$ cat src/rtl/shift_unit.sv
// ---------------------------------------------------------------------------
// shift_unit
//   Multi-cycle shift/rotate unit for the execute stage. One operation is
//   accepted per start pulse while idle; the operand is shifted StepBits
//   positions per cycle until the shift amount is consumed, then done is
//   strobed for one cycle. busy lets the hazard unit stall the pipeline.
//
//   Optional feature macro: SHIFT_ROTATE_EN
//     defined   : op=3 performs rotate-left (ROL)
//     undefined : rotate path is not built; op=3 behaves exactly as LSL
//
// Parameters
//   DataWidth  operand/result width (power of two, >= 4)
//   StepBits   bit positions shifted per SHIFT cycle (power of two, 1..DataWidth)
//   ShamtBits  shift-amount width
//
// Ports
//   CLK     in   clock, rising edge
//   RST     in   asynchronous active-low reset
//   start   in   request, sampled only when idle
//   op      in   0=LSL 1=LSR 2=ASR 3=ROL
//   a       in   operand, captured with start
//   shamt   in   shift amount, captured with start
//   busy    out  high while an operation is in flight (SHIFT and DONE)
//   done    out  one-cycle strobe; result/carry valid
//   result  out  working register (final value from done, held until next start)
//   carry   out  last bit shifted/rotated out; 0 when shamt=0
// ---------------------------------------------------------------------------
module shift_unit #(
    parameter int unsigned DataWidth = 16,
    parameter int unsigned StepBits  = 1,
    parameter int unsigned ShamtBits = $clog2(DataWidth)
) (
    input  logic                 CLK,
    input  logic                 RST,
    input  logic                 start,
    input  logic [1:0]           op,
    input  logic [DataWidth-1:0] a,
    input  logic [ShamtBits-1:0] shamt,
    output logic                 busy,
    output logic                 done,
    output logic [DataWidth-1:0] result,
    output logic                 carry
);

    // One extra bit so StepBits == DataWidth is representable in compares.
    localparam int unsigned CntW = ShamtBits + 1;

    typedef enum logic [1:0] {
        IDLE  = 2'd0,
        SHIFT = 2'd1,
        DONE  = 2'd2
    } state_e;

    typedef enum logic [1:0] {
        OP_LSL = 2'd0,
        OP_LSR = 2'd1,
        OP_ASR = 2'd2,
        OP_ROL = 2'd3
    } op_e;

    state_e                 state_q,     state_d;
    op_e                    op_q,        op_d;
    logic                   sign_q,      sign_d;
    logic [ShamtBits-1:0]   remaining_q, remaining_d;
    logic [DataWidth-1:0]   work_q,      work_d;
    logic                   carry_q,     carry_d;
    logic                   busy_q,      busy_d;
    logic                   done_q,      done_d;

    op_e                    op_in;
    logic [DataWidth-1:0]   step_work;
    logic                   step_carry;
    logic [ShamtBits-1:0]   step_remaining;

    // Map the requested opcode onto the operations this build supports.
    always_comb begin
`ifdef SHIFT_ROTATE_EN
        op_in = op_e'(op);
`else
        op_in = (op == 2'd3) ? OP_LSL : op_e'(op);
`endif
    end

    // One SHIFT cycle: apply min(StepBits, remaining) single-bit moves.
    // Carry ends up holding the bit moved out by the last active move.
    always_comb begin
        step_work  = work_q;
        step_carry = carry_q;
        for (int unsigned i = 0; i < StepBits; i++) begin
            if (CntW'(i) < CntW'(remaining_q)) begin
                case (op_q)
                    OP_LSR: begin
                        step_carry = step_work[0];
                        step_work  = {1'b0, step_work[DataWidth-1:1]};
                    end
                    OP_ASR: begin
                        step_carry = step_work[0];
                        step_work  = {sign_q, step_work[DataWidth-1:1]};
                    end
`ifdef SHIFT_ROTATE_EN
                    OP_ROL: begin
                        step_carry = step_work[DataWidth-1];
                        step_work  = {step_work[DataWidth-2:0], step_work[DataWidth-1]};
                    end
`endif
                    default: begin
                        step_carry = step_work[DataWidth-1];
                        step_work  = {step_work[DataWidth-2:0], 1'b0};
                    end
                endcase
            end
        end
    end

    // Remaining count after this cycle's step, saturating at zero.
    always_comb begin
        if (CntW'(remaining_q) <= CntW'(StepBits)) begin
            step_remaining = '0;
        end else begin
            step_remaining = remaining_q - ShamtBits'(StepBits);
        end
    end

    // Next-state and registered-output logic.
    always_comb begin
        state_d     = state_q;
        op_d        = op_q;
        sign_d      = sign_q;
        remaining_d = remaining_q;
        work_d      = work_q;
        carry_d     = carry_q;
        busy_d      = busy_q;
        done_d      = 1'b0;

        case (state_q)
            IDLE: begin
                if (start) begin
                    op_d        = op_in;
                    sign_d      = a[DataWidth-1];
                    remaining_d = shamt;
                    work_d      = a;
                    carry_d     = 1'b0;
                    busy_d      = 1'b1;
                    if (shamt != '0) begin
                        state_d = SHIFT;
                    end else begin
                        state_d = DONE;
                        done_d  = 1'b1;
                    end
                end
            end
            SHIFT: begin
                work_d      = step_work;
                carry_d     = step_carry;
                remaining_d = step_remaining;
                if (step_remaining == '0) begin
                    state_d = DONE;
                    done_d  = 1'b1;
                end
            end
            DONE: begin
                state_d = IDLE;
                busy_d  = 1'b0;
            end
            default: begin
                state_d = IDLE;
                busy_d  = 1'b0;
            end
        endcase
    end

    // State and datapath registers.
    always_ff @(posedge CLK or negedge RST) begin
        if (!RST) begin
            state_q     <= IDLE;
            op_q        <= OP_LSL;
            sign_q      <= 1'b0;
            remaining_q <= '0;
            work_q      <= '0;
            carry_q     <= 1'b0;
            busy_q      <= 1'b0;
            done_q      <= 1'b0;
        end else begin
            state_q     <= state_d;
            op_q        <= op_d;
            sign_q      <= sign_d;
            remaining_q <= remaining_d;
            work_q      <= work_d;
            carry_q     <= carry_d;
            busy_q      <= busy_d;
            done_q      <= done_d;
        end
    end

    assign busy   = busy_q;
    assign done   = done_q;
    assign result = work_q;
    assign carry  = carry_q;

endmodule

$ cat config.mk
export PLATFORM = sky130hd
export DESIGN_NAME = shift_unit
export DESIGN_NICKNAME = d
export VERILOG_FILES = /design/src/rtl/shift_unit.sv
export SDC_FILE = /design/constraint.sdc
export NUM_CORES = 1
export LEC_CHECK = 0
export ABC_AREA = 1
export CORE_AREA = 2 2 69 58
export CTS_BUF_LIST = sky130_fd_sc_hd__clkbuf_16
export DETAILED_ROUTE_END_ITERATION = 8
export DIE_AREA = 0 0 71 60
export MAX_ROUTING_LAYER = met4
export PLACE_DENSITY = 0.77
export REMOVE_ABC_BUFFERS = 1
export SLEW_MARGIN = 20
export SYNTH_ARGS = -nofsm -noshare
export SYNTH_HDL_FRONTEND = slang
export SYNTH_SLANG_ARGS = --single-unit
$ cat constraint.sdc
create_clock -name CLK -period 1.7 [get_ports CLK]
set_input_delay 0.34 -clock CLK [delete_from_list [all_inputs] [get_ports CLK]]
set_output_delay 0.34 -clock CLK [all_outputs]
set_load 0.02 [all_outputs]
; Word-level counts from Yosys, hierarchy flattened
; Cells that the tools add are included.
[totals]
ff_bits = 28
inputBits = 25
output_inout_bits = 19
word_cells = 51
[classes]
addsub = 1
n_lt_le_gt_ge = 2
n_eq_ne = 7
n_mux = 22
bitwise_logic = 1
n_reduce_logical = 10
[ops]
columns = operator, count
row1 = $pmux W16 S2, 2
row2 = $mux W16, 2
row3 = $mux W2, 4
row4 = $mux W4, 2
row5 = $pmux W4 S2, 1
row6 = $reduce_and A2 Y1, 4
row7 = $mux W1, 7
row8 = $ne A2 B2 Y1 const B, 3
row9 = $pmux W1 S2, 3
row10 = $eq A2 B1 Y1 const B, 2
row11 = $eq A2 B2 Y1 const B, 2
row12 = $le A4 B1 Y1 const B, 1
row13 = $logic_not A4 Y1, 1
row14 = $lt A1 B4 Y1 const A, 1
row15 = $pmux W2 S2, 1
row16 = $reduce_bool A4 Y1, 1
row17 = $sub A4 B1 Y4 const B, 1
row18 = $reduce_and A3 Y1, 1
row19 = $logic_not A2 Y1, 1
row20 = $reduce_bool A2 Y1, 1
row21 = $reduce_or A2 Y1, 1
row22 = $not A1 Y1, 1

; Longest topological paths before layout
; Gate-level depths: netlist of run 1.
[depth]
ltp_word = 5
depth_mapped = 9
depth_no_buf = 7

; Least setup slack after synthesis of run 1
; Ideal clock, no wire load.
[synth_path]
path_type = reg2reg
startpoint = register op_q[1]
endpoint = register work_q[3] (netlist: result[3])
arrival_ps = 1359
t_required_ps = 1583
path_slack_ps = 224
path_stages_with_launch = 9
period_less_slack_ps = 1476
path_cell_list = dfrtp_1 -> ha_1 -> buf_2 -> clkinv_1 -> buf_2 -> nand3_1 -> a21oi_1 -> nand2_1 -> nand2_1
[synth_via]
elab_chain_cells = 4
[synth_rtl]
columns = element, line_no
row1 = from (decl), 63  ; op_e op_q, op_d;
row2 = from (signal assigned), 186  ; op_q <= op_d;
row3 = $eq A2 B2 Y1 or $eq A2 B1 Y1 (tied branches), 92  ; case (op_q)
row4 = $pmux W16 S2 *, 92
row5 = $mux W16 *, 91  ; if (CntW'(i) < CntW'(remaining_q)) begin
row6 = $pmux W16 S2 *, 136  ; case (state_q)
row7 = to (signal assigned), 189  ; work_q <= work_d;
row8 = to (decl), 66  ; logic [DataWidth-1:0] work_q, work_d;
; Mark *: on every way between the ends. The rest lies on a longest branch, timed or not. The select of a mux whose other input is x is not followed.
; A chain may end at the register's enable or synchronous reset.

; Worst setup path after layout of run 1
[layout_path]
startpoint = register work_q[12] (netlist: result[12])
endpoint = output port result[12]
[layout_lines]
columns = element, line_no
row1 = to (decl), 42  ; output logic [DataWidth-1:0] result,
; No word-level cell between the ends.

==> results.json, run 1 <==
{
  "path_cells": "clkdlybuf4s50_1",
  "synthFlopType": "dfrtp_1",
  "num_rows": 20,
  "finalMaxSlewViolations": 0,
  "yosys.area.top_type_share_pct": 42.3,
  "grt_util_all_layers_pct": 20.8,
  "pin_count": 44,
  "clock.fmax_mhz": 602,
  "n_fill_cell": 329,
  "drc_errors": 0,
  "grt_pass1_wl_um": 6840,
  "cts_tree": "built",
  "power_frac_seq_pct": 26.3,
  "drv_cap": 0,
  "clk_pin_slew_ps": 70,
  "clkSinkCount": 28,
  "avgViaCountPerCell": 5.10,
  "synth_area_um2": 1660,
  "drt-pass1-iter-count": 4,
  "grt_pass1_vias": 1464,
  "finalHoldViolations": 0,
  "status": "finished clean",
  "drt-total-wl_um": 4140,
  "cp_slowest_cell": "clkdlybuf4s50_1",
  "vdd_drop_max_mv": 1.01,
  "cpPeakStageDelay_ps": 640,
  "start_util_pct": 45.7,
  "core_area_um2": 3630,
  "final_design_area_no_fill_um2": 2220,
  "placed_cells": 307,
  "synthDistinctLibCells": 27,
  "cp_num_buf_inv": 1,
  "clockBufferDepth": 2,
  "crit_family": "buffers and inverters",
  "synthCells": 223,
  "place_congestion": 1.00,
  "hold_class": "input pin to async pin",
  "post_cts_buffers": 0,
  "finalSetupViolations": 0,
  "final_cells": 311,
  "leakage_nw": 1.05,
  "die_area_um2": 4260,
  "numPortBuffers": 43,
  "combPwrFrac_pct": 62.8,
  "path_class": "flop to output pin",
  "cts.htree.levels": 1,
  "vias": 1585,
  "avgSynthCellArea_um2": 7.43,
  "utilization_pct": 61.2,
  "powerDensity_nw_per_um2": 2230,
  "hold_buffers": 0,
  "required_ps": 1360,
  "ys_top_cells_by_area": "dfrtp_1, nand2_1, a21oi_1",
  "num-nets-final": 298,
  "cts_buffers": 3,
  "finalSetupTns_ps": 0,
  "start_kind": "flop",
  "clock_latency_ps": 260,
  "drive_gt1_share_pct": 7.87,
  "yosysMostFrequentCell": "nand2_1",
  "dp_slack_ps": 24.4,
  "placedInstanceArea_um2": 2140,
  "synth.top_cells.by_count": "nand2_1, a21oi_1, dfrtp_1",
  "n_antenna_cell": 0,
  "grt_max_degree": 29,
  "layout_worst_path_cycle_share_pct": 97.7,
  "switching_share_pct": 48.1,
  "synth_top_area_cell": "dfrtp_1",
  "timing.final.ws_setup_ps": 39.6,
  "die_w_um": 71,
  "drtAntennaViolNets": 0,
  "clkPwrFrac_pct": 10.9,
  "synth_edf_count": 0,
  "cellInternalPower_mw": 2.58,
  "syn2layout_area_growth_pct": 34.0,
  "synth_seq_cells": 28,
  "rsz0062_at_grt": "false",
  "cp-end-kind": "output pin",
  "ys_seq_area_share_pct": 42.3,
  "antenna_found_initial": 0,
  "fp.dieH_um": 60,
  "relSlewSlack_pct": 73.2,
  "finalCriticalPeriod_ps": 1660,
  "async_flop_share_pct": 100,
  "cts_root_buf": "clkbuf_16",
  "worst_slew_pin_slew_ps": 402,
  "arrival_ps": 1320,
  "overflow": 0,
  "drt_iter0_markers": 116,
  "crit_path_max_fanout": 4,
  "ys.warnings.count": 0,
  "routedWlPerCell_um": 13.3,
  "dp_hpwl_um": 2930,
  "p_sw_mw": 2.39,
  "skew_ps": 4.31
}
-- cell usage in the layout, fill, tap and decap left out, drive strengths merged --
cell           Yosys  layout
or2                2       2
clkinv             2       3
nor2              17      17
dlymetal6s2s       0       1
dfrtp             28      28
o21bai             1       1
nand2             75      75
nand4              1       1
ha                 5       5
o21ai             11      11
clkbuf             2       3
clkdlybuf4s50      0      42
buf               10       9
xor2               1       1
a21oi             28      28
nand3             24      24
o211ai             3       3
o31ai              1       1
inv               12      12
-- registers in the layout, indices dropped and copies added (netlist names) --
register     count
busy             1
remaining_q      4
done             1
op_q             2
carry            1
state_q          2
sign_q           1
result          16
-- layout make-up --
| type | instances | area (µm²) | share of cell area, % |
|---|---|---|---|
| Timing Repair Buffer | 52 | 513 | 23.1 |
| Tap cell | 44 | 55.1 | 2.48 |
| Clock buffer | 3 | 75.1 | 3.38 |
| Multi-Input combinational cell | 169 | 822 | 37.0 |
| Sequential cell | 28 | 701 | 31.5 |
| Inverter | 14 | 52.6 | 2.36 |
| Clock inverter | 1 | 3.75 | 0.169 |
-- per-layer routing --
layer  global-route usage [%]  vias up  wire length, µm
met5                        -        -                0
met4                     2.43        0               13
met3                     3.88        2              205
met2                     33.8       53             1920
met1                     28.5      718             1990
li1                         -      812                -
-- cells by family after synthesis --
family	synth area share, %
flops	42.3
xor+xnor	0.528
fa+ha+maj	3.77
compound gates	14.3
simple gates	31.0
buf+inv	8.15
-- metrics by stage --
step	power [mW]	hold slack, ps
6_report	4.96	451
5_1_grt	5.38	486
4_1_cts	4.97	465
3_5_place_dp	4.41	472
3_3_place_gp	4.34	465
2_1_floorplan	3.16	44.4
-- worst paths after layout --
| kind | start | end | slack (ps) | cells past startpoint |
|---|---|---|---|---|
| hold / removal | RST | state_q[1] | 450 | 2 |
| min in group CLK | busy | busy | 480 | 2 |
| max in group asynchronous | RST | result[13] | 970 | 2 |
| hold reg to reg | busy | busy | 480 | 2 |
| setup reg to reg | op_q[1] | result[11] | 210 | 7 |
| setup / recovery | result[12] | result[12] | 40 | 1 |
-- power by group through the flow --
stage / logic (mW) / registers (mW) / clock network [mW]
floorplan: 1.66 / 1.49 / 0
global placement: 3.03 / 1.31 / 0
detailed placement: 3.10 / 1.31 / 0
CTS: 3.11 / 1.30 / 0.555
global route: 3.46 / 1.35 / 0.575
finish: 3.12 / 1.31 / 0.540
-- what timing repair did --
item                       CTS  global route
setup endpoints to repair    0             1
resized for setup            0             1
hold endpoints to repair     0             0
Power figures use the tool's default switching activity.
==> run 2, diff against run 1 <==
--- a/config.mk
+++ b/config.mk
@@ -5,13 +5,12 @@
 export SDC_FILE = /design/constraint.sdc
 export NUM_CORES = 1
 export LEC_CHECK = 0
-export ABC_AREA = 1
-export CORE_AREA = 2 2 69 58
+export CORE_AREA = 2 2 70 59
 export CTS_BUF_LIST = sky130_fd_sc_hd__clkbuf_16
 export DETAILED_ROUTE_END_ITERATION = 8
-export DIE_AREA = 0 0 71 60
+export DIE_AREA = 0 0 72 61
 export MAX_ROUTING_LAYER = met4
-export PLACE_DENSITY = 0.77
+export PLACE_DENSITY = 0.78
 export REMOVE_ABC_BUFFERS = 1
 export SLEW_MARGIN = 20
 export SYNTH_ARGS = -nofsm -noshare
==> results.json, run 2 <==
{
  "pin_count": 44,
  "path_class": "flop to output pin",
  "hold_class": "input pin to async pin",
  "synth.top_cells.by_count": "dfrtp_1, nand2_1, nor2_1",
  "drive_gt1_share_pct": 15.7,
  "finalCriticalPeriod_ps": 1640,
  "hold_buffers": 0,
  "relSlewSlack_pct": 75.2,
  "syn2layout_area_growth_pct": 34.9,
  "leakage_nw": 0.973,
  "synthDistinctLibCells": 37,
  "grt_pass1_vias": 1379,
  "grt_pass1_wl_um": 6460,
  "largest_reg_flops": 16,
  "cp_slowest_cell": "clkdlybuf4s50_1",
  "clkPwrFrac_pct": 13.3,
  "ys_seq_area_share_pct": 40.1,
  "rsz0062_at_grt": "false",
  "ys.warnings.count": 0,
  "routedWlPerCell_um": 14.2,
  "switching_share_pct": 40.5,
  "yosys.area.top_type_share_pct": 40.1,
  "drt_iter0_markers": 94,
  "cpPeakStageDelay_ps": 630,
  "placed_cells": 269,
  "worst_slew_pin_slew_ps": 372,
  "r2r_cells": 6,
  "layout_common_cells": "clkdlybuf4s50_1, dfrtp_1, nand2_1",
  "n_antenna_cell": 0,
  "r2r_slack_ps": 150,
  "crit_family": "buffers and inverters",
  "status": "finished clean",
  "clk_pin_slew_ps": 70,
  "num_rows": 20,
  "cellInternalPower_mw": 3.12,
  "overflow": 0,
  "rr_startpoint": "op_q[0]",
  "avgSynthCellArea_um2": 9.44,
  "finalHoldViolations": 0,
  "cp-end-kind": "output pin",
  "p_total_mw": 5.24,
  "crit_path_max_fanout": 4,
  "cts_tree": "built",
  "dp_hpwl_um": 2720,
  "layout_worst_path_cycle_share_pct": 96.3,
  "r2r-end": "result[3]",
  "drtAntennaViolNets": 0,
  "synth_edf_count": 0,
  "clock.fmax_mhz": 611,
  "finalMaxSlewViolations": 0,
  "synth_area_um2": 1750,
  "synthFlopType": "dfrtp_1",
  "layout_commonest_cell": "clkdlybuf4s50_1",
  "start_util_pct": 47.5,
  "cp_num_buf_inv": 1,
  "die_w_um": 72,
  "drt-pass1-iter-count": 4,
  "avgViaCountPerCell": 5.30,
  "fp.dieH_um": 61,
  "final_cells": 273,
  "die_area_um2": 4390,
  "start_kind": "flop",
  "synthCells": 185,
  "clkSinkCount": 28,
  "antenna_found_initial": 0,
  "ys_top_cells_by_area": "dfrtp_1, mux2_2, nand3b_1",
  "multiInputGateArea_um2": 915,
  "skew_ps": 2.06,
  "combPwrFrac_pct": 61.1,
  "finalSetupViolations": 0,
  "dp_slack_ps": -64.0,
  "clock_latency_ps": 260,
  "hold_slack_ps": 461,
  "required_ps": 1360,
  "synth_top_area_cell": "dfrtp_1",
  "power_frac_seq_pct": 25.6,
  "cts_buffers": 3,
  "path_cells": "clkdlybuf4s50_1",
  "vdd_drop_max_mv": 1.05,
  "cts_root_buf": "clkbuf_16",
  "yosysMostFrequentCell": "dfrtp_1",
  "drc_errors": 0,
  "drv_cap": 0,
  "powerDensity_nw_per_um2": 2230,
  "timing.final.ws_setup_ps": 63.2,
  "numPortBuffers": 43,
  "grt_max_degree": 34,
  "n_fill_cell": 323,
  "place_congestion": 0.833,
  "cts.htree.levels": 1,
  "arrival_ps": 1300,
  "async_flop_share_pct": 100,
  "drt-total-wl_um": 3870,
  "post_cts_buffers": 0,
  "core_area_um2": 3680,
  "synth_seq_cells": 28,
  "grt_util_all_layers_pct": 19.6,
  "final-seq-area_um2": 701,
  "clockBufferDepth": 2,
  "vias": 1448,
  "num-nets-final": 260,
  "p_sw_mw": 2.12
}
run 2: layer usage:
metal,global-route usage (%),part of all wire [%],vias to the layer above
met3,4.32,4.2,2
met2,32.0,47,34
met5,-,0,-
met4,2.43,0.67,0
met1,26.0,48,663
li1,-,-,749
run 2: kinds of logic (layout without fill, tap and decap cells):
group	count (synthesis)	count (layout)	synth area share, %
compound gates	39	39	15.2
fa+ha+maj	5	5	3.58
mux	17	17	11.5
simple gates	74	74	21.6
flops	28	28	40.1
buf+inv	22	66	7.95
run 2: area by class of cell:
cell class,count,area share (%)
clock buffers,3,3.19
multi-input cells,135,38.8
clock inverters,1,1.27
flip-flops and latches,28,29.7
well taps,44,2.34
repair buffers,54,23.4
inverters,8,1.27
run 2: what timing repair did:
| action | 4_1_cts | 5_1_grt |
|---|---|---|
| hold endpoints to repair | 0 | 0 |
| gates resized for setup | 1 | 1 |
| pin swaps | 0 | 0 |
| endpoints found under the setup margin | 11 | 3 |
run 2: metrics by stage:
step | TNS [ps] | cell area [µm²] | utilization (%)
after floorplan | 0 | 1640 | -
after global placement | -481 | 2240 | 61.0
after detailed placement | -669 | 2240 | 61.0
after CTS | 0 | 2350 | 63.9
after global routing | 0 | 2360 | 64.0
final | 0 | 2360 | 64.0
run 2: worst max-delay path by stage:
stage	start	to	slack, ps	cells past startpoint
3_3_place_gp	start	result[10]	-40	5
6_report	result[12]	result[12]	60	1
2_1_floorplan	op_q[0]	carry	10	5
5_1_grt	result[12]	result[12]	4	1
4_1_cts	result[9]	result[9]	50	1
3_5_place_dp	start	result[9]	-60	5
run 2: power by group through the flow:
stage	sequential [mW]	clock (mW)	combinational, mW
2_1_floorplan	1.56	0	1.73
3_3_place_gp	1.35	0	3.09
3_5_place_dp	1.36	0	3.16
4_1_cts	1.35	0.704	3.21
5_1_grt	1.40	0.743	3.50
6_report	1.34	0.697	3.20
==> run 3, diff against run 2 <==
--- a/config.mk
+++ b/config.mk
@@ -10,7 +10,7 @@
 export DETAILED_ROUTE_END_ITERATION = 8
 export DIE_AREA = 0 0 72 61
 export MAX_ROUTING_LAYER = met4
-export PLACE_DENSITY = 0.78
+export PLACE_DENSITY_LB_ADDON = 0.1
 export REMOVE_ABC_BUFFERS = 1
 export SLEW_MARGIN = 20
 export SYNTH_ARGS = -nofsm -noshare
==> results.json, run 3 (synthesis results as in run 2) <==
{
  "status": "finished clean",
  "layout_worst_path_cycle_share_pct": 96.6,
  "drt-total-wl_um": 4030,
  "start_util_pct": 47.5,
  "crit_path_max_fanout": 4,
  "grt_pass1_vias": 1439,
  "drive_gt1_share_pct": 17.1,
  "relSlewSlack_pct": 75.5,
  "cp-end-kind": "output pin",
  "routedWlPerCell_um": 14.8,
  "grt_util_all_layers_pct": 20.5,
  "overflow": 0,
  "post_cts_buffers": 0,
  "clock_latency_ps": 260,
  "cp_num_buf_inv": 1,
  "cp_slowest_cell": "clkdlybuf4s50_1",
  "clk_pin_slew_ps": 60,
  "skew_ps": 4.54,
  "crit_family": "buffers and inverters",
  "start_kind": "flop",
  "path_class": "flop to output pin",
  "largest_reg_flops": 16,
  "finalMaxSlewViolations": 0,
  "cts.htree.levels": 1,
  "grt_pass1_wl_um": 6780,
  "pin_count": 44,
  "drt-pass1-iter-count": 4,
  "cts_root_buf": "clkbuf_16",
  "antenna_found_initial": 0,
  "vias": 1522,
  "leakage_nw": 0.957,
  "final_design_area_no_fill_um2": 2350,
  "arrival_ps": 1300,
  "layout_commonest_cell": "clkdlybuf4s50_1",
  "powerDensity_nw_per_um2": 2210,
  "syn2layout_area_growth_pct": 34.4,
  "utilization_pct": 63.8,
  "core_area_um2": 3680,
  "cpPeakStageDelay_ps": 630,
  "finalSetupViolations": 0,
  "fp.dieH_um": 61,
  "clkSinkCount": 28,
  "cts_buffers": 3,
  "drtAntennaViolNets": 0,
  "path_cells": "clkdlybuf4s50_1",
  "hold_buffers": 0,
  "finalHoldViolations": 0,
  "placedInstanceArea_um2": 2240,
  "drv_cap": 0,
  "grt_max_degree": 33,
  "worst_slew_pin_slew_ps": 367,
  "cts_tree": "built",
  "drc_errors": 0,
  "finalCriticalPeriod_ps": 1640,
  "num-nets-final": 259,
  "layout_common_cells": "clkdlybuf4s50_1, dfrtp_1, nand2_1",
  "n_antenna_cell": 0,
  "numPortBuffers": 43,
  "die_w_um": 72,
  "vdd_drop_max_mv": 1.26,
  "place_congestion": 0.805,
  "hold_class": "input pin to async pin",
  "avgViaCountPerCell": 5.60,
  "num_rows": 20,
  "clock.fmax_mhz": 609,
  "clockBufferDepth": 2,
  "die_area_um2": 4390,
  "required_ps": 1360,
  "dp_hpwl_um": 2820,
  "drt_iter0_markers": 122
}
-- run 3: cell types whose count changed in the layout (fill, tap and decap cells not counted) --
cell / delta
nor4b_2: +1
dfrtp_2: +1
ha_1: -1
nor3_2: +1
nor4b_1: -1
nor3_1: -1
bufinv_16: -1
ha_4: +1
inv_1: -1
clkinv_1: +1
inv_2: +1
buf_4: -1
dfrtp_1: -1
-- run 3: final cells by class --
cell class / count / area [µm²]
multi-input cells: 135 / 938
clock buffers: 3 / 75.1
fillers: 307 / 1330
inverters: 8 / 30.0
flip-flops and latches: 28 / 702
well taps: 44 / 55.1
repair buffers: 53 / 543
clock inverters: 1 / 3.75
-- run 3: final timing paths --
kind,start,endpoint,slack [ps],depth (start not counted)
min in group CLK,state_q[1],busy,480,1
hold / removal,RST,remaining_q[2],460,2
setup reg to reg,remaining_q[2],state_q[0],70,5
max in group asynchronous,RST,remaining_q[0],950,2
setup / recovery,result[13],result[13],60,1
hold reg to reg,state_q[1],busy,480,1
-- run 3: metrics by stage --
stage               power (mW)  cells  setup slack (ps)  hold slack, ps  TNS (ps)
floorplan                 3.29    171              13.7            44.4         0
global placement          4.47    268             -42.6             462      -497
detailed placement        4.57    268             -72.8             479      -832
CTS                       5.14    272              23.5             465         0
global route              5.61    272             -12.3             502     -12.3
finish                    5.20    272              57.6             456         0
-- run 3: routing by layer --
metal | share of wire [%] | wire length [µm] | GRT usage (%) | vias to the layer above
met2 | 47 | 1890 | 32.4 | 42
met4 | 0.62 | 25 | 4.85 | 0
li1 | - | - | - | 740
met5 | 0 | 0 | - | -
met1 | 47 | 1900 | 27.4 | 738
met3 | 5.5 | 220 | 4.32 | 2
-- run 3: report_power, final --
group / total [mW] / internal [mW] / switching (mW)
Clock: 0.529 / 0.315 / 0.214
Combinational: 3.30 / 1.70 / 1.61
Sequential: 1.37 / 1.01 / 0.360
-- run 3: what timing repair did --
| item | 4_1_cts | 5_1_grt |
|---|---|---|
| gates resized for setup | 2 | 7 |
| endpoints found under the setup margin | 14 | 4 |
| pin swaps | 0 | 1 |
-- run 3: worst reg2reg max path, delay by kind of cell (launching register included) --
kind	cells	cell delay, ps
AOI/OAI and AO/OA	2	330
muxes	1	290
buffers and inverters	1	150
DFF	1	490
and+or+nand+nor	1	270
